[config.mk]
export PLATFORM = sky130hd
export DESIGN_NAME = fp_status_unit
export DESIGN_NICKNAME = d
export VERILOG_FILES = /design/src/rtl/round_pkg.sv /design/src/rtl/status_pkg.sv /design/src/rtl/trap_fifo.sv /design/src/rtl/fp_status_unit.sv
export SDC_FILE = /design/constraint.sdc
export NUM_CORES = 1
export LEC_CHECK = 0
export CELL_PAD_IN_SITES_DETAIL_PLACEMENT = 0
export CELL_PAD_IN_SITES_GLOBAL_PLACEMENT = 1
export CORE_MARGIN = 2
export CORE_UTILIZATION = 45
export DETAILED_ROUTE_END_ITERATION = 10
export HOLD_SLACK_MARGIN = 0.05
export PLACE_DENSITY = 0.91
export SLEW_MARGIN = 20
export SYNTH_ARGS = -nofsm -noshare
export SYNTH_HDL_FRONTEND = slang
export SYNTH_HIERARCHICAL = 1
export SYNTH_SLANG_ARGS = --single-unit
[constraint.sdc]
create_clock -name clk -period 4.7 [get_ports clk]
set_input_delay 0.94 -clock clk [delete_from_list [all_inputs] [get_ports clk]]
set_output_delay 0.94 -clock clk [all_outputs]
set_load 0.05 [all_outputs]
[src/rtl/round_pkg.sv]
// Rounding-mode encoding shared by the multiplier datapath and its consumers.
package round_pkg;

  // Kept as a plain 3-bit vector so that every encoding travels through untouched.
  typedef logic [2:0] round_mode;

  localparam round_mode RND_NEAR_EVEN = 3'd0;
  localparam round_mode RND_ZERO      = 3'd1;
  localparam round_mode RND_POS_INF   = 3'd2;
  localparam round_mode RND_NEG_INF   = 3'd3;
  localparam round_mode RND_NEAR_MAX  = 3'd4;

endpackage

[src/rtl/status_pkg.sv]
// Types and flag indices for the floating-point status/trap unit.
package status_pkg;

  import round_pkg::*;

  localparam int unsigned FLG_ZERO    = 0;
  localparam int unsigned FLG_INF     = 1;
  localparam int unsigned FLG_NAN     = 2;
  localparam int unsigned FLG_TINY    = 3;
  localparam int unsigned FLG_HUGE    = 4;
  localparam int unsigned FLG_INEXACT = 5;
  localparam int unsigned NUM_FLAGS   = 6;

  typedef struct packed {
    logic [31:0] z;
    logic [5:0]  flags;
    round_mode   round;
  } trap_rec_t;

  typedef enum logic [0:0] {StIdle, StPend} out_state_e;

endpackage

[src/rtl/trap_fifo.sv]
// Circular FIFO of trap records; pointers carry one extra wrap bit to tell full from empty.
module trap_fifo
  import status_pkg::*;
#(
  parameter int unsigned DEPTH = 4,
  localparam int unsigned AW   = $clog2(DEPTH)
) (
  input  logic       clk,
  input  logic       rst,
  input  logic       push,
  input  trap_rec_t  wdata,
  input  logic       pop,
  output trap_rec_t  rdata,
  output logic       full,
  output logic       empty,
  output logic [AW:0] count
);

  trap_rec_t   mem [DEPTH];
  logic [AW:0] wr_q, rd_q;
  logic        do_push, do_pop;

  assign empty   = (wr_q == rd_q);
  assign full    = (wr_q[AW] != rd_q[AW]) && (wr_q[AW-1:0] == rd_q[AW-1:0]);
  // Fullness comes from registered pointers, so a pop never frees room for a same-cycle push.
  assign do_push = push & ~full;
  assign do_pop  = pop & ~empty;
  assign count   = wr_q - rd_q;
  // Head reads as zero when nothing is queued (including straight out of reset).
  assign rdata   = empty ? '0 : mem[rd_q[AW-1:0]];

  // Pointer registers; reset empties the queue asynchronously.
  always_ff @(posedge clk or posedge rst) begin
    if (rst) begin
      wr_q <= '0;
      rd_q <= '0;
    end else begin
      if (do_push) wr_q <= wr_q + 1'b1;
      if (do_pop)  rd_q <= rd_q + 1'b1;
    end
  end

  // Storage array; contents need no reset because empty masks the head.
  always_ff @(posedge clk) begin
    if (do_push) mem[wr_q[AW-1:0]] <= wdata;
  end

endmodule

[src/rtl/fp_status_unit.sv]
// Sticky-flag accumulator, op/trap counters and trap-record queue for multiplier results.
module fp_status_unit
  import round_pkg::*;
  import status_pkg::*;
#(
  parameter int unsigned FIFO_DEPTH    = 4,
  parameter int unsigned CNT_W         = 16,
  parameter bit          STALL_ON_FULL = 1'b1
) (
  input  logic             clk,
  input  logic             rst,
  input  logic             in_valid,
  output logic             in_ready,
  input  logic [31:0]      in_z,
  input  logic [5:0]       in_flags,
  input  round_mode        in_round,
  input  logic [5:0]       trap_en,
  input  logic             clr_sticky,
  input  logic             clr_cnt,
  output logic [5:0]       sticky,
  output logic             drop_sticky,
  output logic [CNT_W-1:0] op_count,
  output logic [CNT_W-1:0] trap_count,
  output logic             trap_irq,
  output logic             trap_rd_valid,
  input  logic             trap_rd_ready,
  output logic [31:0]      trap_rd_z,
  output logic [5:0]       trap_rd_flags,
  output round_mode        trap_rd_round
);

  localparam int unsigned AW = $clog2(FIFO_DEPTH);

  logic             acc, hit, push, pop, full, empty;
  logic [AW:0]      fifo_count;
  trap_rec_t        wr_rec, rd_rec;
  logic [5:0]       sticky_q, sticky_d;
  logic             drop_q, drop_d;
  logic [CNT_W-1:0] op_q, op_d, trap_q, trap_d;
  out_state_e       state_q, state_d;

  // Stalling depends only on registered fullness, keeping in_flags off the ready path.
  assign in_ready = STALL_ON_FULL ? ~full : 1'b1;
  assign acc      = in_valid & in_ready;
  assign hit      = acc & (|(in_flags & trap_en));
  assign push     = hit & ~full;
  assign pop      = trap_rd_valid & trap_rd_ready & ~empty;
  assign wr_rec   = '{z: in_z, flags: in_flags, round: in_round};

  trap_fifo #(
    .DEPTH (FIFO_DEPTH)
  ) u_fifo (
    .clk   (clk),
    .rst   (rst),
    .push  (push),
    .wdata (wr_rec),
    .pop   (pop),
    .rdata (rd_rec),
    .full  (full),
    .empty (empty),
    .count (fifo_count)
  );

  // Sticky flags; a clear coinciding with a new event keeps the new event.
  always_comb begin
    sticky_d = clr_sticky ? 6'b0 : sticky_q;
    drop_d   = clr_sticky ? 1'b0 : drop_q;
    if (acc)         sticky_d = sticky_d | in_flags;
    if (hit && full) drop_d   = 1'b1;
  end

  // Saturating counters; a clear coinciding with an event loads the event's count of one.
  always_comb begin
    op_d   = op_q;
    trap_d = trap_q;
    if (clr_cnt) begin
      op_d   = {{(CNT_W-1){1'b0}}, acc};
      trap_d = {{(CNT_W-1){1'b0}}, hit};
    end else begin
      if (acc && (op_q != '1))   op_d   = op_q + 1'b1;
      if (hit && (trap_q != '1)) trap_d = trap_q + 1'b1;
    end
  end

  // Output-stage next state: pending while any record is queued.
  always_comb begin
    state_d = state_q;
    unique case (state_q)
      StIdle:  if (push) state_d = StPend;
      StPend:  if (pop && !push && (fifo_count == (AW+1)'(1))) state_d = StIdle;
      default: state_d = StIdle;
    endcase
  end

  // Status, counter and FSM registers.
  always_ff @(posedge clk or posedge rst) begin
    if (rst) begin
      sticky_q <= '0;
      drop_q   <= 1'b0;
      op_q     <= '0;
      trap_q   <= '0;
      state_q  <= StIdle;
    end else begin
      sticky_q <= sticky_d;
      drop_q   <= drop_d;
      op_q     <= op_d;
      trap_q   <= trap_d;
      state_q  <= state_d;
    end
  end

  assign sticky        = sticky_q;
  assign drop_sticky   = drop_q;
  assign op_count      = op_q;
  assign trap_count    = trap_q;
  assign trap_irq      = (state_q == StPend);
  assign trap_rd_valid = (state_q == StPend);
  assign trap_rd_z     = rd_rec.z;
  assign trap_rd_flags = rd_rec.flags;
  assign trap_rd_round = rd_rec.round;

endmodule

==> out/results.ini <==
[outcome]
status = completed

[clocking]
clkTransAtPathRegs_ns = 0.06
cts_tree = built
cts_resized = 0
cts_made_buffers = 22
postCtsSetupBuffers = 0
clk_latency_ns = 0.49
clock-sinks = 210
htree_levels = 1
hold_buffers = 0
cts-root-buf = clkbuf_16
cts_max_path_buffers = 3

[placement]
portBuffers = 135
dpl_worst_slack_ns = 1.00
gp_congestion = 0.812
dp_hpwl_um = 11400

[route]
drt_iter0_markers = 302
vias = 5309
wirelength_um = 18200
vias_per_cell = 5.50
first_pass_iters = 4
wl_per_cell_um = 18.8
antenna_left = 0
drcViolationCount = 0

[yosys]
synth_area_leaders = edfxtp_1 (55%), dfrtp_1 (13%), mux4_2 (10%), nor2b_1 (3.4%), ha_1 (1.3%)
synth_cell_types = 50
synth_seq_cells = 210
synth_top_area_share_pct = 55.3
yosysTopAreaCell = edfxtp_1
synth.yosys.seq_area_share_pct = 68.3
synth_edf_count = 164
synth_area_mm2 = 0.00890
synthArstFlopShare_pct = 21.9
ys.flop_type = edfxtp_1
synth_fp_nets = 610
syn_avg_cell_area_um2 = 16.3
synth_common_cells = edfxtp_1 (164), nor2b_1 (49), dfrtp_1 (46), mux4_2 (41), nand2_1 (24)
yosysWarnings = 6
synthesis.instances = 547
yosysMostFrequentCell = edfxtp_1

[setup_path]
crit_path_max_fanout = 43
r2r_start = u_fifo/wr_q[0]$_DFFE_PP0P_
crit_path_start = u_fifo/wr_q[0]$_DFFE_PP0P_
crit_path_end_kind = output port
endpoint = trap_rd_z[1]
reg2reg_depth = 9
criticalPathCategory = flip-flop to output port
worstSetupStartpointType = flip-flop
r2r-end = u_fifo/mem[1][24]$_DFFE_PP_
ff2ff_setup_slack_ns = 1.54
required_ns = 3.76
worstPathArrival_ns = 3.19

[power_and_ir_drop]
power_density_mw_per_mm2 = 712
vdd_ir_drop_max_mv = 0.370
p_total_mw = 7.95
power.leakage_nw = 3.85
switching_share_pct = 40.6
pwr-share-clk_pct = 20.6
intPower_mw = 4.72
seq_power_share_pct = 31.9
power.switching_mw = 3.23
pwr-share-comb_pct = 47.6

[floorplan]
die_x_um = 145
die_h_um = 145
rows = 51
die_area_mm2 = 0.0209
io_pins = 136
initial_core_util_pct = 45.7
core-area_mm2 = 0.0195

[timing]
fmax_mhz = 242
tightest_slew_ns = 1.09
fin_ws_ns = 0.570
maxSlewViolCount = 0
finalClockSkew_ns = 0.00457
setup_viol = 0
worst_slew_margin_rel_pct = 27.1
finalCriticalPeriod_ns = 4.13
report.final.hold_viol_count = 0
setup-tns-final_ns = 0
rsz0062_at_grt = no
period_share_pct = 87.9

[cells_and_area]
fin_nets = 747
area_delta_synth_final_pct = 25.6
fillers = 1508
final_core_util_pct = 57.4
antennaDiodeCount = 0
drive_gt1_share_pct = 14.1

[grt]
antenna_found_initial = 0
grt_pass1_vias = 5378
track_usage_pct = 17.5
grt_max_degree = 45
grt-ovfl-total = 0
grt_pass1_wl_um = 28600

[job]
cap_violations = 0

[hold_path]
min_path_type = flip-flop to flip-flop

state kept, by name, summed over array words and instances, names as in the netlist:
signal	count
drop_sticky	1
u_fifo/wr_q	3
u_fifo/mem	164
u_fifo/rd_q	3
op_count	16
trap_irq	1
sticky	6
trap_count	16
logic make-up (layout without fill, tap and decap cells):
group / count (synthesis) / count (layout) / share of synthesized area [%]
fa+ha+maj: 10 / 10 / 1.49
simple gates: 151 / 151 / 9.95
buf+inv: 50 / 203 / 3.02
compound gates: 70 / 70 / 5.15
xor+xnor: 5 / 5 / 0.492
mux: 51 / 51 / 11.6
flops: 210 / 210 / 68.3
placed cells by master, fill, tap and decap left out, types with 6 or more instances in the layout:
cell and count:
edfxtp_1 164, clkdlybuf4s50_1 135, nor2b_1 49, dfrtp_1 44, mux4_2 41, nand2_1 24
clkbuf_16 23, a21oi_1 22, inv_1 21, o31ai_1 14, or4_1 14, nor2_1 14
o21ai_0 13, nand4_1 11, ha_1 9, nand3_1 8, mux2_2 7, buf_4 6
power by group through the flow:
stage | logic (mW) | clock network, mW | registers, mW
5_1_grt | 4.04 | 1.75 | 2.57
2_1_floorplan | 2.59 | 0 | 2.66
3_5_place_dp | 3.81 | 0 | 2.58
3_3_place_gp | 3.77 | 0 | 2.55
4_1_cts | 3.82 | 1.67 | 2.54
6_report | 3.78 | 1.64 | 2.53
critical path, cell delays in order (launching register included):
cell and delay (ns):
dfrtp_1 0.41, inv_1 0.10, ha_1 0.32, nand2_1 0.17, nor2_4 0.79, nor2b_1 0.15, clkdlybuf4s50_1 0.75
layer usage:
| metal | track usage, % | share of wire, % |
|---|---|---|
| met5 | 0 | 0 |
| met4 | 3.99 | 1.5 |
| met3 | 4.11 | 7.7 |
| met2 | 28.5 | 48 |
| met1 | 24.3 | 42 |
per-stage QoR:
stage,instance area (um^2),std cells,hold slack (ns)
2_1_floorplan,8900,547,0.498
3_3_place_gp,10500,924,0.487
3_5_place_dp,10500,924,0.490
4_1_cts,11100,964,0.508
5_1_grt,11200,965,0.538
6_report,11200,965,0.512
cell type report:
| cell class | instances | area (um^2) | share of cell area, % |
|---|---|---|---|
| Tap cell | 265 | 332 | 2.97 |
| Multi-Input combinational cell | 287 | 2570 | 23.0 |
| Sequential cell | 210 | 6080 | 54.4 |
| Timing Repair Buffer | 142 | 1420 | 12.7 |
| Clock inverter | 15 | 109 | 0.974 |
| Inverter | 21 | 78.8 | 0.705 |
| Clock buffer | 25 | 583 | 5.22 |
worst min path at each step:
stage                                     from                         end  slack (ns)  depth (start not counted)
floorplan           u_fifo/wr_q[0]$_DFFE_PP0P_  u_fifo/wr_q[0]$_DFFE_PP0P_        0.50                          1
global route           drop_sticky$_DFFE_PP0P_     drop_sticky$_DFFE_PP0P_        0.54                          1
CTS                    drop_sticky$_DFFE_PP0P_     drop_sticky$_DFFE_PP0P_        0.51                          1
finish                 drop_sticky$_DFFE_PP0P_     drop_sticky$_DFFE_PP0P_        0.51                          1
detailed placement     drop_sticky$_DFFE_PP0P_     drop_sticky$_DFFE_PP0P_        0.49                          1
global placement       drop_sticky$_DFFE_PP0P_     drop_sticky$_DFFE_PP0P_        0.49                          1
Note: power is estimated with default switching activity, not from simulation.
